### src/rtl/as1802_uart.sv
// as1802_uart: 8N1 UART transmitter and receiver, bit time set by divisor.
// Define UART_RX_SYNC_EN to put a 2-flop synchronizer on RX.
module as1802_uart (
  input  logic        clk,
  input  logic        rst,
  input  logic [15:0] divisor,
  input  logic [7:0]  din,
  input  logic        start,
  output logic        busy,
  output logic        TX,
  input  logic        RX,
  output logic [7:0]  dout,
  output logic        has_byte,
  input  logic        clr_hb
);

  typedef enum logic [1:0] {
    IDLE,
    START,
    DATA,
    STOP
  } state_t;

  logic [15:0] d_eff;
  logic [15:0] d_m1;
  logic [15:0] d_half_m1;

  assign d_eff     = (divisor < 16'd2) ? 16'd2 : divisor;
  assign d_m1      = d_eff - 16'd1;
  assign d_half_m1 = (d_eff >> 1) - 16'd1;

  state_t      tx_st, tx_st_n;
  logic [15:0] tx_cnt, tx_cnt_n;
  logic [7:0]  tx_sh, tx_sh_n;
  logic [2:0]  tx_bit, tx_bit_n;

  // TX state register
  always_ff @(posedge clk or posedge rst) begin
    if (rst) begin
      tx_st  <= IDLE;
      tx_cnt <= '0;
      tx_sh  <= '0;
      tx_bit <= '0;
    end else begin
      tx_st  <= tx_st_n;
      tx_cnt <= tx_cnt_n;
      tx_sh  <= tx_sh_n;
      tx_bit <= tx_bit_n;
    end
  end

  // TX next state: count D clocks per bit, reload at each boundary
  always_comb begin
    tx_st_n  = tx_st;
    tx_cnt_n = tx_cnt;
    tx_sh_n  = tx_sh;
    tx_bit_n = tx_bit;
    unique case (tx_st)
      IDLE: begin
        if (start) begin
          tx_sh_n  = din;
          tx_cnt_n = d_m1;
          tx_bit_n = '0;
          tx_st_n  = START;
        end
      end
      START: begin
        if (tx_cnt == 16'd0) begin
          tx_cnt_n = d_m1;
          tx_st_n  = DATA;
        end else begin
          tx_cnt_n = tx_cnt - 16'd1;
        end
      end
      DATA: begin
        if (tx_cnt == 16'd0) begin
          tx_cnt_n = d_m1;
          tx_sh_n  = {1'b0, tx_sh[7:1]};
          tx_bit_n = tx_bit + 3'd1;
          if (tx_bit == 3'd7)
            tx_st_n = STOP;
        end else begin
          tx_cnt_n = tx_cnt - 16'd1;
        end
      end
      STOP: begin
        if (tx_cnt == 16'd0)
          tx_st_n = IDLE;
        else
          tx_cnt_n = tx_cnt - 16'd1;
      end
    endcase
  end

  // TX line and busy decode straight from state, so reset forces idle at once
  always_comb begin
    busy = (tx_st != IDLE);
    TX   = 1'b1;
    unique case (tx_st)
      IDLE:  TX = 1'b1;
      START: TX = 1'b0;
      DATA:  TX = tx_sh[0];
      STOP:  TX = 1'b1;
    endcase
  end

  logic rx_s;
  logic rx_prev;

`ifdef UART_RX_SYNC_EN
  logic rx_m1;
  logic rx_m2;

  // RX synchronizer, sample register and edge history
  always_ff @(posedge clk or posedge rst) begin
    if (rst) begin
      rx_m1   <= 1'b1;
      rx_m2   <= 1'b1;
      rx_s    <= 1'b1;
      rx_prev <= 1'b1;
    end else begin
      rx_m1   <= RX;
      rx_m2   <= rx_m1;
      rx_s    <= rx_m2;
      rx_prev <= rx_s;
    end
  end
`else
  // RX sample register and edge history
  always_ff @(posedge clk or posedge rst) begin
    if (rst) begin
      rx_s    <= 1'b1;
      rx_prev <= 1'b1;
    end else begin
      rx_s    <= RX;
      rx_prev <= rx_s;
    end
  end
`endif

  state_t      rx_st, rx_st_n;
  logic [15:0] rx_cnt, rx_cnt_n;
  logic [7:0]  rx_sh, rx_sh_n;
  logic [2:0]  rx_bit, rx_bit_n;
  logic        rx_err, rx_err_n;
  logic        rx_done;

  // RX state register plus received byte and its flag
  always_ff @(posedge clk or posedge rst) begin
    if (rst) begin
      rx_st    <= IDLE;
      rx_cnt   <= '0;
      rx_sh    <= '0;
      rx_bit   <= '0;
      rx_err   <= 1'b0;
      dout     <= '0;
      has_byte <= 1'b0;
    end else begin
      rx_st  <= rx_st_n;
      rx_cnt <= rx_cnt_n;
      rx_sh  <= rx_sh_n;
      rx_bit <= rx_bit_n;
      rx_err <= rx_err_n;
      if (rx_done) begin
        dout     <= rx_sh;
        has_byte <= 1'b1;
      end else if (clr_hb) begin
        has_byte <= 1'b0;
      end
    end
  end

  // RX next state: half-bit to centre, then sample every D clocks
  always_comb begin
    rx_st_n  = rx_st;
    rx_cnt_n = rx_cnt;
    rx_sh_n  = rx_sh;
    rx_bit_n = rx_bit;
    rx_err_n = rx_err;
    rx_done  = 1'b0;
    unique case (rx_st)
      IDLE: begin
        if (rx_prev && !rx_s) begin
          rx_cnt_n = d_half_m1;
          rx_err_n = 1'b0;
          rx_st_n  = START;
        end
      end
      START: begin
        if (rx_cnt != 16'd0) begin
          rx_cnt_n = rx_cnt - 16'd1;
        end else if (rx_s) begin
          rx_st_n = IDLE;
        end else begin
          rx_cnt_n = d_m1;
          rx_bit_n = '0;
          rx_st_n  = DATA;
        end
      end
      DATA: begin
        if (rx_cnt != 16'd0) begin
          rx_cnt_n = rx_cnt - 16'd1;
        end else begin
          rx_sh_n  = {rx_s, rx_sh[7:1]};
          rx_cnt_n = d_m1;
          rx_bit_n = rx_bit + 3'd1;
          if (rx_bit == 3'd7)
            rx_st_n = STOP;
        end
      end
      STOP: begin
        if (rx_cnt != 16'd0) begin
          rx_cnt_n = rx_cnt - 16'd1;
        end else if (rx_s) begin
          rx_done  = !rx_err;
          rx_err_n = 1'b0;
          rx_st_n  = IDLE;
        end else begin
          rx_err_n = 1'b1;
        end
      end
    endcase
  end

endmodule

### config.mk
export PLATFORM = sky130hd
export DESIGN_NAME = as1802_uart
export DESIGN_NICKNAME = d
export VERILOG_FILES = /design/src/rtl/as1802_uart.sv
export SDC_FILE = /design/constraint.sdc
export NUM_CORES = 1
export LEC_CHECK = 0
export ABC_AREA = 1
export CAP_MARGIN = 10
export CORE_ASPECT_RATIO = 1.4
export CORE_MARGIN = 2
export CORE_UTILIZATION = 45
export CTS_BUF_LIST = sky130_fd_sc_hd__clkbuf_4
export CTS_CLUSTER_SIZE = 10
export DETAILED_ROUTE_END_ITERATION = 10
export PLACE_DENSITY = 0.7
export SKIP_CTS_REPAIR_TIMING = 1
export SLEW_MARGIN = 40
export SYNTH_ARGS = -nofsm -noshare
export SYNTH_HDL_FRONTEND = slang
export SYNTH_SLANG_ARGS = --single-unit
### constraint.sdc
create_clock -name clk -period 2.4 [get_ports clk]
set_clock_uncertainty 0.15 [all_clocks]
set_input_delay 0.48 -clock clk [delete_from_list [all_inputs] [get_ports clk]]
set_output_delay 0.48 -clock clk [all_outputs]
set_load 0.01 [all_outputs]
* Yosys cells after proc, flatten, opt, wreduce, memory -nomap -nowiden *
Cells that the tools add are included.

operators by class
  equal/unequal tests = 23
  reduce and logical (&&, ||, !) cells = 22
  bitwise gates (word level) = 1
  $add $sub $neg = 6
  order comparisons = 1
  mux-type cells = 45

operator list
  kind                   count
  $mux 16                9
  $pmux 16 s4            1
  $pmux 16 s3            1
  $sub 16x1->16 const B  3
  $ne 2x2->1 const B     14
  $mux 2                 12
  $logic_not 16->1       1
  $lt 16x2->1 const B    1
  $mux 8                 2
  $pmux 2 s4             2
  $pmux 8 s2             1
  $reduce_bool 16->1     1
  $sub 15x1->16 const B  1
  $mux 3                 5
  $pmux 3 s2             2
  $reduce_bool 2->1      5
  $reduce_and 3->1       3
  $eq 2x2->1 const B     4
  $mux 1                 8
  $add 3x1->3 const B    2
  $eq 3x3->1 const B     2
  $reduce_and 6->1       1
  $reduce_and 5->1       1
  $eq 2x1->1 const B     2
  other kinds (10)       14

storage, ports and cells
  logic and storage cells = 111
  flip-flop bits (word level) = 70
  input port bits = 29
  output and inout bits = 11

* Depth between registers and ports, before layout *
Gate-level depths: netlist of the first run.

  word-level depth = 6
  gate-level depth with buffers = 18
  mapped depth without buffers = 18

* Least setup slack after synthesis of the first run *
No wires, ideal clock.

  path type = in2reg
  from = in divisor[5]
  to = reg rx_cnt[15]
  data arrival time = 2018 ps
  cell stages on the path = 18
  slack = 115 ps
  required time = 2133 ps
  path buffers = 0
  setup time = 117 ps
  cell sequence = nor2_2 -> nand2_1 -> nor2_1 -> nand2_2 -> nand2_1 -> inv_1 -> ha_1 -> nand2_1 -> nor2_2 -> nand3_1 -> nor2_2 -> nand2_1 -> nand2_1 -> nand3_1 -> nand2_1 -> nand2_1 -> nand2_1 -> nand2_1

between the ends
  word-level cells in the longest chain between the ends = 6
  elaborated cells on any way between the ends = 9
  those cells by class = 2 x add/sub; 1 x order compare; 6 x mux

RTL lines
  element               RTL line  text
  start, declared       6         input logic [15:0] divisor,
  $lt 16x2->1           28        assign d_eff = (divisor < 16'd2) ? 16'd2 : divisor;
  $mux 16 (*)           28
  $sub 16x1->16         29        assign d_m1 = d_eff - 16'd1;
  $mux 16               192       end else if (rx_s) begin
  $mux 16               190       if (rx_cnt != 16'd0) begin
  $pmux 16 s4 (*)       181       unique case (rx_st)
  end signal, assigned  160       rx_cnt <= rx_cnt_n;
  end, declared         142       logic [15:0] rx_cnt, rx_cnt_n;

Mark *: on every way between the ends. The rest lies on a longest branch, timed or not. The select of a mux whose other input is x is not followed.
A chain may end at the register's enable or synchronous reset.

* Worst setup path after layout of the first run *
  from = in divisor[1]
  to = reg tx_cnt[13]

between the ends
  word-level cells in the longest chain between the ends = 5
  elaborated cells on any way between the ends = 6
  those cells by class = 1 x add/sub; 1 x order compare; 4 x mux

RTL lines
  element                     RTL line    text
  $lt 16x2->1                 28
  $mux 16 (*)                 28
  $sub 16x1->16 (*)           29
  $mux 16 (on tied branches)  68, 76, 60
  $pmux 16 s3 (*)             58          unique case (tx_st)
  end signal, assigned        46          tx_cnt <= tx_cnt_n;
  end, declared               33          logic [15:0] tx_cnt, tx_cnt_n;

Marks and branches as above.

==> results of run 1 <==
cells by family (layout without fill, tap and decap cells):
kind of cell,Yosys count,count (layout),share of synthesized area [%]
simple gates,369,369,31.7
fa+ha+maj,20,20,4.97
other cells,0,1,0
mux,2,2,0.422
buf+inv,107,206,8.62
compound gates,129,129,14.7
xor+xnor,27,27,4.84
flops,70,70,34.8
routing by layer:
layer / GRT usage, % / up-vias / wire (um)
li1: - / 2521 / -
met1: 31.5 / 2393 / 6360
met2: 45.7 / 114 / 7520
met3: 4.13 / 33 / 579
met4: 10.7 / 0 / 447
met5: 0 / - / 0
flip-flops by register name (all words and copies together), names as in the netlist, 2 cells and up, named ones only:
register / count
rx_sh: 8
tx_cnt: 16
rx_bit: 3
tx_st: 2
rx_cnt: 16
tx_bit: 3
tx_sh: 8
dout: 8
layout make-up:
type / instances / area [um2]
Clock buffer: 10 / 75.1
Multi-Input combinational cell: 547 / 3000
Fill cell: 1041 / 4520
Inverter: 93 / 353
Tap cell: 141 / 176
Clock inverter: 6 / 93.8
Timing Repair Buffer: 97 / 895
Antenna cell: 1 / 2.50
Sequential cell: 70 / 1750
synth_stat cells, drive strengths merged:
library cell,number,area share [%]
clkbuf,4,0.30
nand3,50,5.3
a22oi,5,0.75
nor4,1,0.12
nand2,199,16
xor2,21,3.7
dfstp,2,1.0
ha,20,5.0
o31ai,2,0.30
xnor2,6,1.2
nand4,7,0.87
buf,10,1.4
nor3,7,0.79
a31oi,3,0.37
a21oi,43,4.6
o21bai,1,0.15
o21ai,59,6.0
or2,6,0.75
o21a,1,0.15
nand3b,3,0.45
nor2,96,7.8
o2111ai,1,0.17
mux2,1,0.22
inv,93,6.9
mux2i,1,0.20
a21o,1,0.15
dfrtp,68,34
o211ai,10,1.7
o22ai,3,0.37
power groups by stage:
stage          registers (mW)  logic, mW  clock network (mW)
6_report                 1.55       1.92               0.924
5_1_grt                  1.57       2.18               0.991
4_1_cts                  1.54       1.85               0.928
3_5_place_dp             1.56       1.84                   0
3_3_place_gp             1.56       1.82                   0
2_1_floorplan            1.50       1.33                   0
worst paths after layout:
kind	startpoint	endpoint	slack (ps)	cells after the start
hold / removal	rst	dout[2]$_DFFE_PP0P_	210	2
min in group clk	rx_s$_DFF_PP1_	rx_prev$_DFF_PP1_	260	0
setup / recovery	divisor[1]	tx_cnt[13]$_DFFE_PP0P_	130	16
setup reg to reg	tx_cnt[0]$_DFFE_PP0P_	tx_cnt[9]$_DFFE_PP0P_	140	12
hold reg to reg	rx_s$_DFF_PP1_	rx_prev$_DFF_PP1_	260	0
max in group asynchronous	rst	tx_cnt[5]$_DFFE_PP0P_	1340	3
stage by stage:
| step | worst slack [ps] | hold slack [ps] | utilization, % | std cells |
|---|---|---|---|---|
| floorplan | 5.10 | 224 | - | 724 |
| finish | 132 | 212 | 58.4 | 965 |
| detailed placement | -695 | 237 | 54.5 | 940 |
| global placement | -670 | 238 | 54.5 | 940 |
| CTS | -255 | 221 | 56.0 | 956 |
| global route | -9.21 | 240 | 58.4 | 965 |
==> key figures, run 1 <==
Timing
  – Period minus WS final: roughly 2300 ps
  – Slew HR: 67.4%
  – Final setup vio count: 0
  – Fin crit share: a little over nine tenths
  – Worst slew pin tran: just under 500 ps
  – Final count of pins violating max slew: 0
  – FMAX: approximately 440 MHz
  – Total negative slack: 0 ps
  – Final hold violation count: 0

Global routing
  – Largest net degree at the start of global routing: 30
  – Congestion Overflow GR: 0
  – Gr usage total: 26.0%
  – Initial antenna violation count: 1
  – First-pass GRT wire length: 24600 um
  – Vias in the first global route: 5112

Synthesis
  – Post-Syn Instances: 724
  – Synth warn: 0
  – #FFs+latches synth: 70
  – Mapped Nets: 773
  – Register area share after synthesis: 34.8%
  – Syn Area/Cell: 6.96 um2
  – Synthesized area: 5040 um2
  – Netlist cell types: between 40 and 50

Worst setup path
  – Crit path launch type: input port
  – CP max stage cell: clkdlybuf4s50_1
  – Buf/Inv on CP: 5
  – Worst Path Arrival: 2460 ps
  – Crit path kind: input port to flop
  – Top cell by count, worst path: nand2_1
  – CP Capture Type: flop
  – Critical Path Fanout Max: 11
  – Required time of the critical path: 2590 ps
  – CP cell instances: clkdlybuf4s50_1, inv_1, nand2_1, nor2_2, nand2_2, nand2_2, inv_2, buf_4, ha_1, nand3_4, nand4_1, buf_4, nand3_1, nand2_1, nand2_1, nand2_1
  – CP delay by family, top: simple AND/OR/NAND/NOR gates
  – Critical Path Max Stage Delay: 400 ps

Final layout
  – Final instance area: 6350 um2
  – Ratio of cells with drive above 1 in the final layout: 18.2%
  – Commonest non-fill, non-tap cell in the layout: nand2_1
  – Layout net count: a little under 900
  – Area Overhead vs Synth: 26.0%
  – Most frequent cells in the layout: nand2_1 (182), inv_1 (80), nor2_1 (78)

CTS
  – Total CTS buffers: 9
  – TritonCTS clock tree: built
  – H-tree levels: 3
  – CTS Buffer Depth: 2
  – Clock transition at path regs: 140 ps
  – CTS sink cnt: 70
  – Clock Root Buffer: clkbuf_4
  – Clock Latency Late Sink: around 440 ps

Routing
  – DR iter-0 viols: 256
  – Via/cell ratio: roughly 5.2
  – DRT Pass-1 Iters: 5
  – Final WL: between 10000 and 15000 um
  – DRC Markers: 0
  – Final ANT Viol Nets: 0
  – Via Count: 5061
  – DR WL/cell: roughly 15 um

Floorplan
  – Die H: between 100 and 150 um
  – Die ar.: 12100 um2
  – # rows: 45
  – Initial core utilization: 46.4%
  – I/O pins: 40
  – Chip width: 93.4 um
  – Core box area: between 10000 and 15000 um2

Power and ir drop
  – Pwr dens: around 690 nW/um2
  – Sw power: 1.90 mW
  – Sequential power share: 35.3%
  – Combinational Power Share: around 44%
  – Pleak: about 3.2 nW
  – Worst-case vdd ir drop: ~560 uV
  – Clk network pwr share: between 20% and 30%
  – Switching share of total power: between 40% and 50%
  – Power Total: around 4.4 mW
  – Int Pwr: 2.49 mW

Job
  – Max Cap Viol: 0

Hold path
  – Worst hold path type: input port to async pin

Placed design
  – Placed cell area: 5920 um2
  – # port buffers: 39
  – Dpl hpwl: 11500 um
  – Routability congestion estimate: 0.981

Status
  – Status: completed
No activity file was read; power rests on OpenSTA's default activity.
==> run 2, diff against run 1 <==
- CORE_MARGIN: 2 -> 5
- GPL_ROUTABILITY_DRIVEN: unset -> 0
==> key figures, run 2 (synthesis gave the netlist of run 1 again) <==
CTS
  – Clock transition at path regs: 130 ps (was 140 ps)
  – CTS Buffer Depth: 2 (unchanged)
  – Total CTS buffers: 9 (unchanged)
  – H-tree levels: 3 (unchanged)
  – Clock Root Buffer: clkbuf_4 (unchanged)
  – CTS sink cnt: 70 (unchanged)
  – Clock Latency Late Sink: 450 ps (was 440 ps)
  – TritonCTS clock tree: built (unchanged)

Final layout
  – Area Overhead vs Synth: 25.6% (was 26.0%)
  – Largest regs: rx_cnt: 16 flops, tx_cnt: 16 flops (unchanged)
  – Layout net count: 867 (unchanged)
  – Commonest non-fill, non-tap cell in the layout: nand2_1 (unchanged)
  – Ratio of cells with drive above 1 in the final layout: 18.5% (was 18.2%)
  – Final instance area: 6330 um2 (was 6350 um2)
  – Final std cells w/o fill: 965 (unchanged)
  – Finished Core Util: 57.9% (was 58.4%)
  – Most frequent cells in the layout: nand2_1 (180), nor2_1 (78), inv_1 (78) (was nand2_1 (182), inv_1 (80), nor2_1 (78))

Floorplan
  – # rows: 45 (unchanged)
  – Chip width: 99.4 um (was 93.4 um)
  – Die ar.: 13400 um2 (was 12100 um2)
  – Die H: 135 um (was 129 um)
  – Core box area: 10900 um2 (about the same)
  – Initial core utilization: 46.1% (was 46.4%)
  – I/O pins: 40 (unchanged)

Job
  – Max Cap Viol: 0 (unchanged)

Power and ir drop
  – Power Total: 4.21 mW (was 4.39 mW)
  – Worst-case vdd ir drop: 407 uV (was 559 uV)
  – Pwr dens: 665 nW/um2 (was 692 nW/um2)
  – Combinational Power Share: 44.5% (was 43.6%)
  – Sw power: 1.86 mW (was 1.90 mW)
  – Switching share of total power: 44.2% (was 43.2%)
  – Clk network pwr share: 18.9% (was 21.0%)
  – Pleak: 3.15 nW (was 3.17 nW)
  – Sequential power share: 36.6% (was 35.3%)
  – Int Pwr: 2.35 mW (was 2.49 mW)

Timing
  – Final hold violation count: 0 (unchanged)
  – Worst slew pin tran: 529 ps (was 485 ps)
  – Slew HR: 64.5% (was 67.4%)
  – Total negative slack: 0 ps (unchanged)
  – Final WS setup: 106 ps (was 132 ps)
  – Final setup vio count: 0 (unchanged)
  – Period minus WS final: 2290 ps (was 2270 ps)
  – Fin crit share: 95.6% (was 94.5%)
  – FMAX: 436 MHz (was 441 MHz)
  – Min Hold Slack: 200 ps (was 212 ps)
  – Final count of pins violating max slew: 0 (unchanged)

Routing
  – Final WL: 14500 um (was 14900 um)
  – Via/cell ratio: 5.37 (was 5.24)
  – DRC Markers: 0 (unchanged)
  – Via Count: 5185 (was 5061)
  – DR iter-0 viols: 374 (was 256)
  – DR WL/cell: 15.0 um (was 15.4 um)
  – DRT Pass-1 Iters: 7 (was 5)
  – Final ANT Viol Nets: 0 (unchanged)

Hold path
  – Worst hold path type: input port to async pin (unchanged)

Worst setup path
  – Worst reg2reg path startpoint: rx_cnt[0]$_DFFE_PP0P_ (was tx_cnt[0]$_DFFE_PP0P_)
  – Crit path launch type: input port (unchanged)
  – Crit. Startpoint: divisor[1] (unchanged)
  – Required time of the critical path: 2580 ps (was 2590 ps)
  – R2R cell count: 12 (unchanged)
  – Crit path kind: input port to flop (unchanged)
  – Critical Path Fanout Max: 4 (was 11)
  – FF-to-FF End: rx_cnt[9]$_DFFE_PP0P_ (was tx_cnt[9]$_DFFE_PP0P_)
  – CP Capture Type: flop (unchanged)
  – End of the critical path: rx_cnt[9]$_DFFE_PP0P_ (was tx_cnt[13]$_DFFE_PP0P_)
  – Worst reg2reg setup slack: 150 ps (was 140 ps)
  – Worst Path Arrival: 2480 ps (was 2460 ps)

Placed design
  – Dpl hpwl: 10900 um (was 11500 um)
  – Placed cell area: 5920 um2 (unchanged)
  – Post-Place Cells: 940 (unchanged)
  – # port buffers: 39 (unchanged)
  – Pre-CTS setup slack: -630 ps (was -695 ps)

Global routing
  – Gr usage total: 21.5% (was 26.0%)
  – Vias in the first global route: 5122 (was 5112)
  – Largest net degree at the start of global routing: 31 (was 30)
  – Initial antenna violation count: 1 (unchanged)
  – First-pass GRT wire length: 23400 um (was 24600 um)
  – Congestion Overflow GR: 0 (unchanged)

Status
  – Status: completed (unchanged)
run 2: cell types whose count changed in the layout (fill, tap and decap cells not counted), moves of 2 or more:
| cell | delta |
|---|---|
| a21oi_1 | +3 |
| a21oi_2 | -3 |
| nand3_2 | +3 |
| ha_2 | -2 |
| ha_4 | +2 |
| inv_1 | -2 |
| inv_2 | +2 |
| nand2_1 | -2 |
| nand2_2 | +2 |
| o21ai_1 | +2 |
| xor2_2 | +2 |
run 2: worst min path at each step:
stage / startpoint / endpoint
after floorplan: rx_s$_DFF_PP1_ / rx_prev$_DFF_PP1_
after global placement: rx_s$_DFF_PP1_ / rx_prev$_DFF_PP1_
after detailed placement: rx_s$_DFF_PP1_ / rx_prev$_DFF_PP1_
after CTS: rst / dout[6]$_DFFE_PP0P_
after global routing: rst / dout[7]$_DFFE_PP0P_
final: rst / dout[0]$_DFFE_PP0P_
run 2: power groups by stage:
stage	sequential [mW]	combinational [mW]	clock, mW
after floorplan	1.50	1.33	0
after global placement	1.55	1.78	0
after detailed placement	1.55	1.81	0
after CTS	1.53	1.82	0.813
after global routing	1.56	2.12	0.860
final	1.54	1.87	0.797
run 2: final cells by class:
cell class                      count  area [um2]
Fill cell                        1024        4590
Multi-Input combinational cell    548        3020
Sequential cell                    70        1750
Timing Repair Buffer               96         887
Inverter                           93         353
Tap cell                          141         176
Clock inverter                      7        72.6
Clock buffer                        9        67.6
Antenna cell                        1        2.50
run 2: critical path, stage by stage:
cell and delay (ps):
clkdlybuf4s50_1 460, inv_1 50, nand2_1 70, nor2_2 50, nand2_2 90, nand2_2 80, inv_2 110, ha_4 160
nand2_4 70, buf_6 140, nor2_1 200, nand3_2 110, nand3_1 90, nand2_1 60, a21oi_1 170, nor2_1 60
run 2: per-layer routing:
layer  GRT usage [%]  wire length, um
met2            37.5             7260
met1            24.7             5650
met4            11.8              756
met3            3.71              846
met5               0                0
